--- src/rtl/tt_sweep_if.sv ---
// Truth-table sweep bus: start request, stimulus/response pins and sweep results.
// master = sweeper side, slave = logic-stage/controller side.
interface tt_sweep_if;
  logic       start;
  logic       x;
  logic       y;
  logic       z;
  logic       f7;
  logic       f8;
  logic       f9;
  logic       busy;
  logic       done;
  logic       pass;
  logic [3:0] err_cnt;
  logic [7:0] fail_mask;

  modport master (
    input  start, f7, f8, f9,
    output x, y, z, busy, done, pass, err_cnt, fail_mask
  );

  modport slave (
    output start, f7, f8, f9,
    input  x, y, z, busy, done, pass, err_cnt, fail_mask
  );
endinterface

--- src/rtl/tt_sweep.sv ---
// Sweeps {x,y,z} over 000..111 and checks f7/f8/f9; done 8*(SETTLE+1) cycles after start.
// TT_SWEEP_STOP_ON_FAIL_EN: end the sweep at the first mismatching vector.
module tt_sweep #(
  parameter int         SETTLE = 1,
  parameter logic [7:0] EXP7   = 8'hBE,
  parameter logic [7:0] EXP8   = 8'hBE,
  parameter logic [7:0] EXP9   = 8'hBE
) (
  input  logic        clk,
  input  logic        rst,
  tt_sweep_if.master  bus
);

  typedef enum logic [1:0] {
    S_IDLE,
    S_SETTLE,
    S_CHECK,
    S_DONE
  } state_t;

  localparam logic [3:0] SETTLE_LAST = 4'(SETTLE - 1);

  state_t     state;
  state_t     state_nxt;
  logic [2:0] idx;
  logic [3:0] settle_cnt;
  logic [3:0] err_cnt;
  logic [7:0] fail_mask;
  logic       pass;
  logic       mism;
  logic       active;

  assign mism = (bus.f7 != EXP7[idx]) | (bus.f8 != EXP8[idx]) | (bus.f9 != EXP9[idx]);

  always_ff @(posedge clk or posedge rst) begin
    if (rst) begin
      state <= S_IDLE;
    end else begin
      state <= state_nxt;
    end
  end

  always_comb begin
    state_nxt = state;
    case (state)
      S_IDLE: begin
        if (bus.start) begin
          state_nxt = S_SETTLE;
        end
      end
      S_SETTLE: begin
        if (settle_cnt == SETTLE_LAST) begin
          state_nxt = S_CHECK;
        end
      end
      S_CHECK: begin
`ifdef TT_SWEEP_STOP_ON_FAIL_EN
        if (mism || idx == 3'd7) begin
          state_nxt = S_DONE;
        end else begin
          state_nxt = S_SETTLE;
        end
`else
        if (idx == 3'd7) begin
          state_nxt = S_DONE;
        end else begin
          state_nxt = S_SETTLE;
        end
`endif
      end
      S_DONE: begin
        state_nxt = S_IDLE;
      end
      default: begin
        state_nxt = S_IDLE;
      end
    endcase
  end

  always_ff @(posedge clk or posedge rst) begin
    if (rst) begin
      idx        <= 3'd0;
      settle_cnt <= 4'd0;
      err_cnt    <= 4'd0;
      fail_mask  <= 8'h00;
      pass       <= 1'b0;
    end else begin
      case (state)
        S_IDLE: begin
          if (bus.start) begin
            idx        <= 3'd0;
            settle_cnt <= 4'd0;
            err_cnt    <= 4'd0;
            fail_mask  <= 8'h00;
            pass       <= 1'b0;
          end
        end
        S_SETTLE: begin
          if (settle_cnt == SETTLE_LAST) begin
            settle_cnt <= 4'd0;
          end else begin
            settle_cnt <= settle_cnt + 4'd1;
          end
        end
        S_CHECK: begin
          if (mism) begin
            fail_mask[idx] <= 1'b1;
            err_cnt        <= err_cnt + 4'd1;
          end
          // pass must reflect this final CHECK too, so it is taken from the live compare
          if (state_nxt == S_DONE) begin
            pass <= !mism && (err_cnt == 4'd0);
          end else begin
            idx <= idx + 3'd1;
          end
        end
        default: begin
        end
      endcase
    end
  end

  assign active        = (state == S_SETTLE) || (state == S_CHECK);
  assign {bus.x, bus.y, bus.z} = active ? idx : 3'b000;
  assign bus.busy      = active;
  assign bus.done      = (state == S_DONE);
  assign bus.pass      = pass;
  assign bus.err_cnt   = err_cnt;
  assign bus.fail_mask = fail_mask;

endmodule

--- src/flat_wrapper.sv ---
// flat-port wrapper written by rule: the top's interface ports become plain ports
module tt_sweep_flat 
#(
  parameter int         SETTLE = 1,
  parameter logic [7:0] EXP7   = 8'hBE,
  parameter logic [7:0] EXP8   = 8'hBE,
  parameter logic [7:0] EXP9   = 8'hBE
)
  (clk, rst, bus_start, bus_f7, bus_f8, bus_f9, bus_x, bus_y, bus_z, bus_busy, bus_done, bus_pass, bus_err_cnt, bus_fail_mask);
  tt_sweep_if bus_i ();
  input  logic clk;
  input  logic rst;
  input wire logic [$bits(bus_i.start)-1:0] bus_start;
  input wire logic [$bits(bus_i.f7)-1:0] bus_f7;
  input wire logic [$bits(bus_i.f8)-1:0] bus_f8;
  input wire logic [$bits(bus_i.f9)-1:0] bus_f9;
  output wire logic [$bits(bus_i.x)-1:0] bus_x;
  output wire logic [$bits(bus_i.y)-1:0] bus_y;
  output wire logic [$bits(bus_i.z)-1:0] bus_z;
  output wire logic [$bits(bus_i.busy)-1:0] bus_busy;
  output wire logic [$bits(bus_i.done)-1:0] bus_done;
  output wire logic [$bits(bus_i.pass)-1:0] bus_pass;
  output wire logic [$bits(bus_i.err_cnt)-1:0] bus_err_cnt;
  output wire logic [$bits(bus_i.fail_mask)-1:0] bus_fail_mask;
  assign bus_i.start = bus_start;
  assign bus_i.f7 = bus_f7;
  assign bus_i.f8 = bus_f8;
  assign bus_i.f9 = bus_f9;
  assign bus_x = bus_i.x;
  assign bus_y = bus_i.y;
  assign bus_z = bus_i.z;
  assign bus_busy = bus_i.busy;
  assign bus_done = bus_i.done;
  assign bus_pass = bus_i.pass;
  assign bus_err_cnt = bus_i.err_cnt;
  assign bus_fail_mask = bus_i.fail_mask;
  tt_sweep #(.SETTLE(SETTLE), .EXP7(EXP7), .EXP8(EXP8), .EXP9(EXP9)) u_core (.clk(clk), .rst(rst), .bus(bus_i));
endmodule
--- config.mk ---
export PLATFORM = sky130hd
export DESIGN_NAME = tt_sweep_flat
export DESIGN_NICKNAME = d
export VERILOG_FILES = /design/src/rtl/tt_sweep_if.sv /design/src/rtl/tt_sweep.sv /design/src/flat_wrapper.sv
export SDC_FILE = /design/constraint.sdc
export NUM_CORES = 1
export LEC_CHECK = 0
export CORE_UTILIZATION = 24
export DETAILED_ROUTE_END_ITERATION = 7
export GPL_ROUTABILITY_DRIVEN = 0
export PLACE_DENSITY_LB_ADDON = 0.15
export REMOVE_ABC_BUFFERS = 1
export SYNTH_ARGS = -nofsm -noshare
export SYNTH_HDL_FRONTEND = slang
export SYNTH_SLANG_ARGS = --single-unit
--- constraint.sdc ---
create_clock -name clk -period 6.3 [get_ports clk]
set_input_delay 1.26 -clock clk [delete_from_list [all_inputs] [get_ports clk]]
set_output_delay 1.26 -clock clk [all_outputs]
set_load 0.005 [all_outputs]
==> results of run 1 <==
[worst max-delay path, stage by stage, from the launching register on]
cell and delay, ns:
dfrtp_1 0.43, inv_1 0.08, ha_1 0.35, and2_2 0.16
clkdlybuf4s50_1 0.49
[sequential cells by signal, indices dropped and copies added, names as in the netlist]
name                  cells
u_core.settle_cnt         4
u_core.state              2
u_core.bus.fail_mask      8
u_core.bus.pass           1
u_core.idx                3
u_core.bus.err_cnt        4
[power groups by stage]
stage | Sequential [mW] | Clock (mW) | Combinational (mW)
floorplan | 0.221 | 0 | 0.213
global placement | 0.230 | 0 | 0.357
detailed placement | 0.233 | 0 | 0.358
CTS | 0.229 | 0.139 | 0.360
global route | 0.237 | 0.145 | 0.399
finish | 0.228 | 0.136 | 0.357
[through the flow]
stage               utilization (%)  cells  setup slack [ns]
floorplan                         -    138             3.975
global placement              30.96    231             3.339
detailed placement            30.96    231             3.305
CTS                           32.31    235             3.239
global route                  32.31    235             3.142
finish                        32.31    235             3.264
[kinds of logic after synthesis]
family,after synthesis
and+or+nand+nor,53
muxes,7
DFF,22
adders and majority gates,12
AOI/OAI and AO/OA,32
buffers and inverters,20
[area by class of cell]
class | instances | area [µm²] | area share (%)
Multi-Input combinational cell | 104 | 718.2 | 42.17
Tap cell | 70 | 87.58 | 5.143
Sequential cell | 22 | 550.5 | 32.33
Inverter | 12 | 45.04 | 2.645
Timing Repair Buffer | 23 | 230.2 | 13.52
Clock inverter | 1 | 30.03 | 1.763
Clock buffer | 3 | 41.29 | 2.425
[worst paths after layout]
| check | start | endpoint |
|---|---|---|
| worst max-delay path | u_core.state[1] | bus_x |
| worst min-delay path | u_core.bus.fail_mask[6] | u_core.bus.fail_mask[6] |
| worst min register to register | u_core.bus.fail_mask[6] | u_core.bus.fail_mask[6] |
| max in group asynchronous | rst | u_core.bus.err_cnt[0] |
| min in group asynchronous | rst | u_core.settle_cnt[0] |
| worst max register to register | u_core.idx[1] | u_core.bus.fail_mask[2] |
[metal layers]
metal	up-vias	part of all wire, %	global-route usage, %	routed length (µm)
met5	-	0	0	0
met4	0	1.5	5.660	49
met3	2	1.7	1.190	58
met2	16	47	17.88	1576
met1	547	49	16.41	1635
li1	557	-	-	-
[layout by cell type, fill, tap and decap left out, types with 4 or more instances in the layout]
master and n:
ha_1 12, dfrtp_1 22, nand2_1 17, nor3_1 4, nand3_1 6, o21ai_0 9
mux2i_1 6, clkdlybuf4s50_1 23, inv_1 12, o31ai_1 4, nor2_1 11
==> flow_summary.json, run 1 <==
{
  "outcome": "complete, no violations",
  "place_hpwl_mm": 2.432,
  "yosysTopAreaCell": "dfrtp_1",
  "yosys-top-cells-area": "dfrtp_1 (41%), ha_1 (11%), nand2_1 (4.7%)",
  "cts_tree": "yes",
  "fmax_mhz": 329.4,
  "final_antenna_net_count": 0,
  "finalCritPeriodShare_pct": 48.18,
  "overflow": 0,
  "holdBufCountCts": 0,
  "reg2reg_depth": 7,
  "grt_pass1_wl_mm": 5.478,
  "synth_common_cells": "dfrtp_1 (22), nand2_1 (17), ha_1 (12), inv_1 (12), nor2_1 (11)",
  "pwr_density_cell_nw_per_um2": 423.5,
  "rsz0062_at_grt": "no",
  "htreeDepth": 1,
  "synth_top_family_by_area": "simple AND/OR/NAND/NOR gates",
  "synth_top_cell_area_share_pct": 40.63,
  "synthMuxAreaShare_pct": 5.448,
  "placed_area_um2": 1632,
  "fp.dieArea_um2": 5951,
  "pwr-share-comb_pct": 49.5,
  "worstSetupPathType": "reg -> out",
  "p_total_uw": 721.1,
  "ir_worst_vdd_v": 0.0001259,
  "core_area_um2": 5270,
  "hold_path.class": "reg -> reg",
  "start_util_pct": 25.71,
  "end_kind": "output pin",
  "ys_async_sr_fraction_pct": 100.0,
  "worstPathArrival_ns": 1.78,
  "finalClockSkew_ns": 0.003867,
  "cts_max_path_buffers": 2,
  "ys_types": 34,
  "nFillCells": 569,
  "die_height_um": 77.14,
  "drv_cap": 0,
  "antenna_found_initial": 0,
  "io_buffers": 23,
  "post-route-drc-count": 0,
  "grt_max_degree": 23,
  "grt_use_total_pct": 11.73,
  "clkTransAtPathRegs_ns": 0.09,
  "vias": 1122,
  "ys_seq_area_share_pct": 40.63,
  "synthAdderAreaFrac_pct": 11.08,
  "viasPerCell": 4.774,
  "whs_ns": 0.4922,
  "crit_required_ns": 5.04,
  "rows": 26,
  "setup_viol": 0,
  "power_frac_seq_pct": 31.7,
  "switching_power_uw": 291.7,
  "p_leak_nw": 0.7313,
  "max_slew.worst_pin.slew_ns": 0.9021,
  "chipWidth_um": 77.14,
  "ys.flop_type": "dfrtp_1",
  "whs_path_depth": 2,
  "p_clk_share_pct": 18.8,
  "critPathMaxFanout": 5,
  "final_hold_viol_count": 0,
  "grt_pass1_vias": 1047,
  "yosysMostFrequentCell": "dfrtp_1",
  "intPower_uw": 429.5,
  "reg2reg_slack_ns": 3.98,
  "routedWlPerCell_um": 14.12,
  "netlist_area_um2": 1355,
  "routed_wl_mm": 3.319,
  "initialDrtViolationCount": 44,
  "synth_edf_count": 0,
  "cp-start-kind": "flip-flop",
  "slew_violations": 0,
  "final_nets": 184,
  "drt-pass1-iter-count": 4,
  "n_antenna_cell": 0,
  "swShare_pct": 40.44,
  "cts_buffers": 3,
  "clk_latency_ns": 0.27,
  "synthCells": 146,
  "relSlewSlack_pct": 39.80,
  "synth_compound_area_share_pct": 17.27,
  "ios": 24,
  "yosys_register_bits": 22,
  "synthSimpleGateAreaFrac_pct": 19.21,
  "areaGrowthSynthToFinish_pct": 25.67,
  "finish.instance_area_um2": 1703,
  "syn-mean-instance-area_um2": 9.281,
  "clockRootBuffer": "clkbuf_8",
  "cts_resized": 0,
  "cts_sinks": 22,
  "layout-drive-gt1-share_pct": 6.061,
  "post_cts_buffers": 0,
  "synth_xor_area_share_pct": 0,
  "fin_setup_tns_ns": 0,
  "period_needed_ns": 3.036,
  "yosys_warnings": 0
}
No activity file was read; power rests on OpenSTA's default activity.
==> inputs of run 2 (changes only) <==
Clock period 6.3 ns to 3.02 ns, I/O delays scaled along.
==> run 2 against run 1 <==
Against the previous run: sequential share of layout area is 0.28 points lower; power rose by 110%; first-iteration DRC count grew 11%; die area stayed put; sequential power is 110% higher.
==> flow_summary.json, run 2 (synthesized netlist as in run 1, its figures left out) <==
{
  "outcome": "complete, no violations",
  "dp_slack_ns": 0.6146,
  "grt_pass1_wl_mm": 5.664,
  "relSlewSlack_pct": 40.13,
  "viasPerCell": 4.675,
  "io_buffers": 23,
  "clockRootBuffer": "clkbuf_8",
  "crit_required_ns": 3.23,
  "pwr-share-comb_pct": 49.9,
  "drv_cap": 0,
  "pwr_density_cell_nw_per_um2": 881.3,
  "post_cts_buffers": 0,
  "final_hold_viol_count": 0,
  "cp-start-kind": "flip-flop",
  "grt_use_total_pct": 12.12,
  "rsz0062_at_grt": "no",
  "finalCritPeriodShare_pct": 78.96,
  "worstPathArrival_ns": 2.60,
  "cts_max_path_buffers": 2,
  "swShare_pct": 40.07,
  "p_total_mw": 1.514,
  "core_area_um2": 5270,
  "grt_pass1_vias": 1144,
  "final_common_cell": "clkdlybuf4s50_1",
  "holdBufCountCts": 0,
  "finish.instance_area_um2": 1718,
  "switching_power_uw": 606.6,
  "rows": 26,
  "intPower_uw": 907.4,
  "grt_max_degree": 23,
  "slew_violations": 0,
  "reg_top3": "u_core.bus.fail_mask: 8 flops, u_core.bus.err_cnt: 4 flops, u_core.settle_cnt: 4 flops",
  "fmax_mhz": 419.4,
  "utilization_pct": 32.60,
  "ir_worst_vdd_v": 0.0002638,
  "final_nets": 186,
  "fp.dieArea_um2": 5951,
  "layout-drive-gt1-share_pct": 7.186,
  "start_util_pct": 25.71,
  "routedWlPerCell_um": 13.65,
  "clk_latency_ns": 0.27,
  "cts_resized": 0,
  "vias": 1108,
  "max_slew.worst_pin.slew_ns": 0.8971,
  "drt-pass1-iter-count": 4,
  "place_hpwl_mm": 2.437,
  "areaGrowthSynthToFinish_pct": 26.78,
  "setup_viol": 0,
  "p_leak_nw": 0.7417,
  "htreeDepth": 1,
  "die_height_um": 77.14,
  "final_antenna_net_count": 0,
  "antenna_found_initial": 0,
  "largest_reg_flops": 8,
  "power_frac_seq_pct": 31.2,
  "p_clk_share_pct": 18.9,
  "setup_slack_ns": 0.6354,
  "clkTransAtPathRegs_ns": 0.09,
  "critPathMaxFanout": 10,
  "ios": 24,
  "initialDrtViolationCount": 49,
  "end_kind": "flip-flop",
  "fin_setup_tns_ns": 0,
  "routed_wl_mm": 3.236,
  "top_register": "u_core.bus.fail_mask",
  "period_needed_ns": 2.385,
  "cts_tree": "yes",
  "cts_buffers": 3,
  "overflow": 0,
  "final_cell_mix": "clkdlybuf4s50_1 (23), dfrtp_1 (22), nand2_1 (17)",
  "finalClockSkew_ns": 0.005884,
  "post-route-drc-count": 0,
  "placed_area_um2": 1647,
  "nFillCells": 590,
  "chipWidth_um": 77.14,
  "cts_sinks": 22,
  "n_antenna_cell": 0,
  "hold_path.class": "reg -> reg",
  "worstSetupPathType": "reg -> reg"
}
-- run 2: cell count changes in the layout (fill, tap and decap cells not counted), sizes merged --
cell	previous run	this run
buf	0	2
-- run 2: metal layers --
metal / part of all wire (%) / vias to the layer above / GRT usage [%]
met5: 0 / - / 0
met4: 1.9 / 0 / 6.038
met3: 1.8 / 4 / 1.667
met2: 48 / 12 / 19.03
met1: 48 / 539 / 16.15
li1: - / 553 / -
-- run 2: power by group through the flow --
stage	Combinational, mW	Clock (mW)	Sequential [mW]
final	0.756	0.286	0.472
after CTS	0.768	0.293	0.476
after floorplan	0.445	0	0.461
after global routing	0.852	0.303	0.493
after detailed placement	0.765	0	0.482
after global placement	0.760	0	0.481
-- run 2: area by class of cell --
type                    count  area, µm²  share of cell area, %
multi-input cells         104      718.2                  41.81
flip-flops and latches     22      550.5                  32.05
repair buffers             25      245.2                  14.28
well taps                  70      87.58                  5.098
inverters                  12      45.04                  2.622
clock buffers               3      41.29                  2.403
clock inverters             1      30.03                  1.748
-- run 2: through the flow --
stage	instances	hold slack, ns
6_report	237	0.4867
5_1_grt	237	0.5230
4_1_cts	237	0.4914
3_5_place_dp	233	0.4706
3_3_place_gp	233	0.4686
2_1_floorplan	138	0.4726
-- run 2: path summary, 6_finish.rpt --
path	start	end	slack, ns	depth (start not counted)
worst min-delay path	u_core.bus.fail_mask[4]	u_core.bus.fail_mask[4]	0.49	2
max in group asynchronous	rst	u_core.state[1]	1.64	2
worst max register to register	u_core.idx[1]	u_core.bus.fail_mask[2]	0.64	7
worst max-delay path	u_core.idx[1]	u_core.bus.fail_mask[2]	0.64	7
min in group asynchronous	rst	u_core.bus.fail_mask[7]	0.82	2
worst min register to register	u_core.bus.fail_mask[4]	u_core.bus.fail_mask[4]	0.49	2
-- run 2: worst max-delay path: stages (launching register included) --
cell	delay (ns)
dfrtp_1	0.58
inv_1	0.19
ha_1	0.22
mux2i_1	0.21
mux2i_2	0.55
nand2_1	0.22
nor2_1	0.19
a32o_1	0.18
==> inputs of run 3 (changes only) <==
Clock period 3.02 ns to 2.3 ns, I/O delays scaled along.
==> run 3 against run 2 <==
Against the previous run: first-iteration DRC count shrank 6.1%; via count grew 5.1%; power increased by 34%; wire length barely moved; largest cell class unchanged; largest power group unchanged; clock-buffer cell count stayed put; sequential power up 26%; clock skew is 0.0034 ns lower; worst setup slack got worse by 0.54 ns; global-route usage is 0.45 points lower; critical endpoint is now bus_x; non-clock buffer count increased by 5.
==> flow_summary.json, run 3 (synthesized netlist as in run 1, its figures left out) <==
{
  "outcome": "complete, no violations",
  "worstSetupPathType": "reg -> out",
  "met3_usage_pct": 1.190,
  "placed_area_um2": 1684,
  "clockRootBuffer": "clkbuf_8",
  "layout-drive-gt1-share_pct": 10.47,
  "cts_tree": "yes",
  "overflow": 0,
  "slew_violations": 0,
  "viasPerCell": 4.810,
  "reg_top3": "u_core.bus.fail_mask: 8 flops, u_core.bus.err_cnt: 4 flops, u_core.settle_cnt: 4 flops",
  "chipWidth_um": 77.14,
  "vias": 1164,
  "place_hpwl_mm": 2.419,
  "final_cell_mix": "clkdlybuf4s50_1 (23), dfrtp_1 (21), nand2_1 (17)",
  "max_slew.worst_pin.slew_ns": 0.4943,
  "antenna_found_initial": 0,
  "htreeDepth": 1,
  "n_antenna_cell": 0,
  "cp-start-kind": "flip-flop",
  "ios": 24,
  "post_cts_buffers": 0,
  "cts_buffers": 3,
  "grt_max_degree": 23,
  "crit_required_ns": 1.84,
  "clkTransAtPathRegs_ns": 0.08,
  "drv_cap": 0,
  "grt_busiest_layer": "met2",
  "cts_sinks": 22,
  "clk_latency_ns": 0.27,
  "fin_setup_tns_ns": 0,
  "finalClockSkew_ns": 0.002441,
  "end_kind": "output pin",
  "use_met1_pct": 16.25,
  "worstPathArrival_ns": 1.75,
  "largest_reg_flops": 8,
  "finish.instance_area_um2": 1757,
  "rows": 26,
  "rsz0062_at_grt": "no",
  "final_common_cell": "clkdlybuf4s50_1",
  "final_nets": 191,
  "start_util_pct": 25.71,
  "grtUsageMet2_pct": 17.08,
  "finalCritPeriodShare_pct": 95.99,
  "final_antenna_net_count": 0,
  "post-route-drc-count": 0,
  "routed_wl_mm": 3.237,
  "die_height_um": 77.14,
  "core_area_um2": 5270,
  "setup_viol": 0,
  "relSlewSlack_pct": 66.70,
  "period_needed_ns": 2.208,
  "top_register": "u_core.bus.fail_mask",
  "io_buffers": 23,
  "p_leak_nw": 0.7645,
  "drt-pass1-iter-count": 5,
  "grt_pass1_vias": 1081,
  "final_hold_viol_count": 0,
  "areaGrowthSynthToFinish_pct": 29.64,
  "hold_path.class": "reg -> reg",
  "grt_use_total_pct": 11.67,
  "whs_ns": 0.4833,
  "multiInputGateArea_um2": 718.2,
  "grt_pass1_wl_mm": 5.444,
  "seq_area_um2": 551.8,
  "cts_max_path_buffers": 2,
  "p_total_mw": 2.021,
  "routedWlPerCell_um": 13.38,
  "dp_cells": 238,
  "initialDrtViolationCount": 46,
  "layoutNonFillerInstCount": 242,
  "pwr_density_cell_nw_per_um2": 1151,
  "critPathMaxFanout": 4,
  "ir_worst_vdd_v": 0.0003088,
  "nFillCells": 555,
  "fp.dieArea_um2": 5951,
  "fmax_mhz": 452.9
}
## run 3: cell types whose count changed in the layout (fill, tap and decap cells not counted)
cell	delta
buf_4	+5
dfrtp_1	-1
dfrtp_2	+1
## run 3: timing repair
action	CTS	global route
resized for setup	0	1
hold buffers	0	0
setup endpoints to repair	0	3
## run 3: path summary, 6_finish.rpt
kind / cells past startpoint / start / slack [ns] / to
min in group asynchronous: 3 / rst / 0.54 / u_core.settle_cnt[0]
max: 4 / u_core.state[0] / 0.09 / bus_x
max in group asynchronous: 3 / rst / 1.52 / u_core.state[1]
max reg2reg: 8 / u_core.idx[1] / 0.31 / u_core.idx[0]
min reg2reg: 2 / u_core.bus.fail_mask[6] / 0.48 / u_core.bus.fail_mask[6]
min: 2 / u_core.bus.fail_mask[6] / 0.48 / u_core.bus.fail_mask[6]
## run 3: critical path, stage by stage, from the launching register on
cell and delay (ns):
dfrtp_1 0.40, inv_1 0.08, ha_1 0.35, and2_2 0.16, clkdlybuf4s50_1 0.49
## run 3: final cells by class
type                    instances  share of cell area (%)
repair buffers                 30                   16.10
clock inverters                 1                   1.709
inverters                      12                   2.564
clock buffers                   3                   2.350
well taps                      70                   4.986
multi-input cells             104                   40.88
flip-flops and latches         22                   31.41
## run 3: through the flow
step                util [%]  setup slack [ns]
finish                 33.33           0.09217
detailed placement     31.96            0.1974
floorplan                  -            0.4001
global route           33.33          0.006944
CTS                    33.31           0.04067
global placement       31.96            0.2395
## run 3: per-layer routing
layer	vias to the layer above	share of wire, %	wire, µm
met5	-	0	0
li1	569	-	-
met3	7	2.6	83
met1	557	49	1577
met2	31	46	1478
met4	0	3.0	98
## run 3: power breakdown
| group | switching, mW | internal (mW) | total (mW) |
|---|---|---|---|
| clock network | 0.135 | 0.233 | 0.368 |
| registers | 0.0999 | 0.496 | 0.596 |
| logic | 0.568 | 0.489 | 1.06 |
| total | 0.803 | 1.22 | 2.02 |
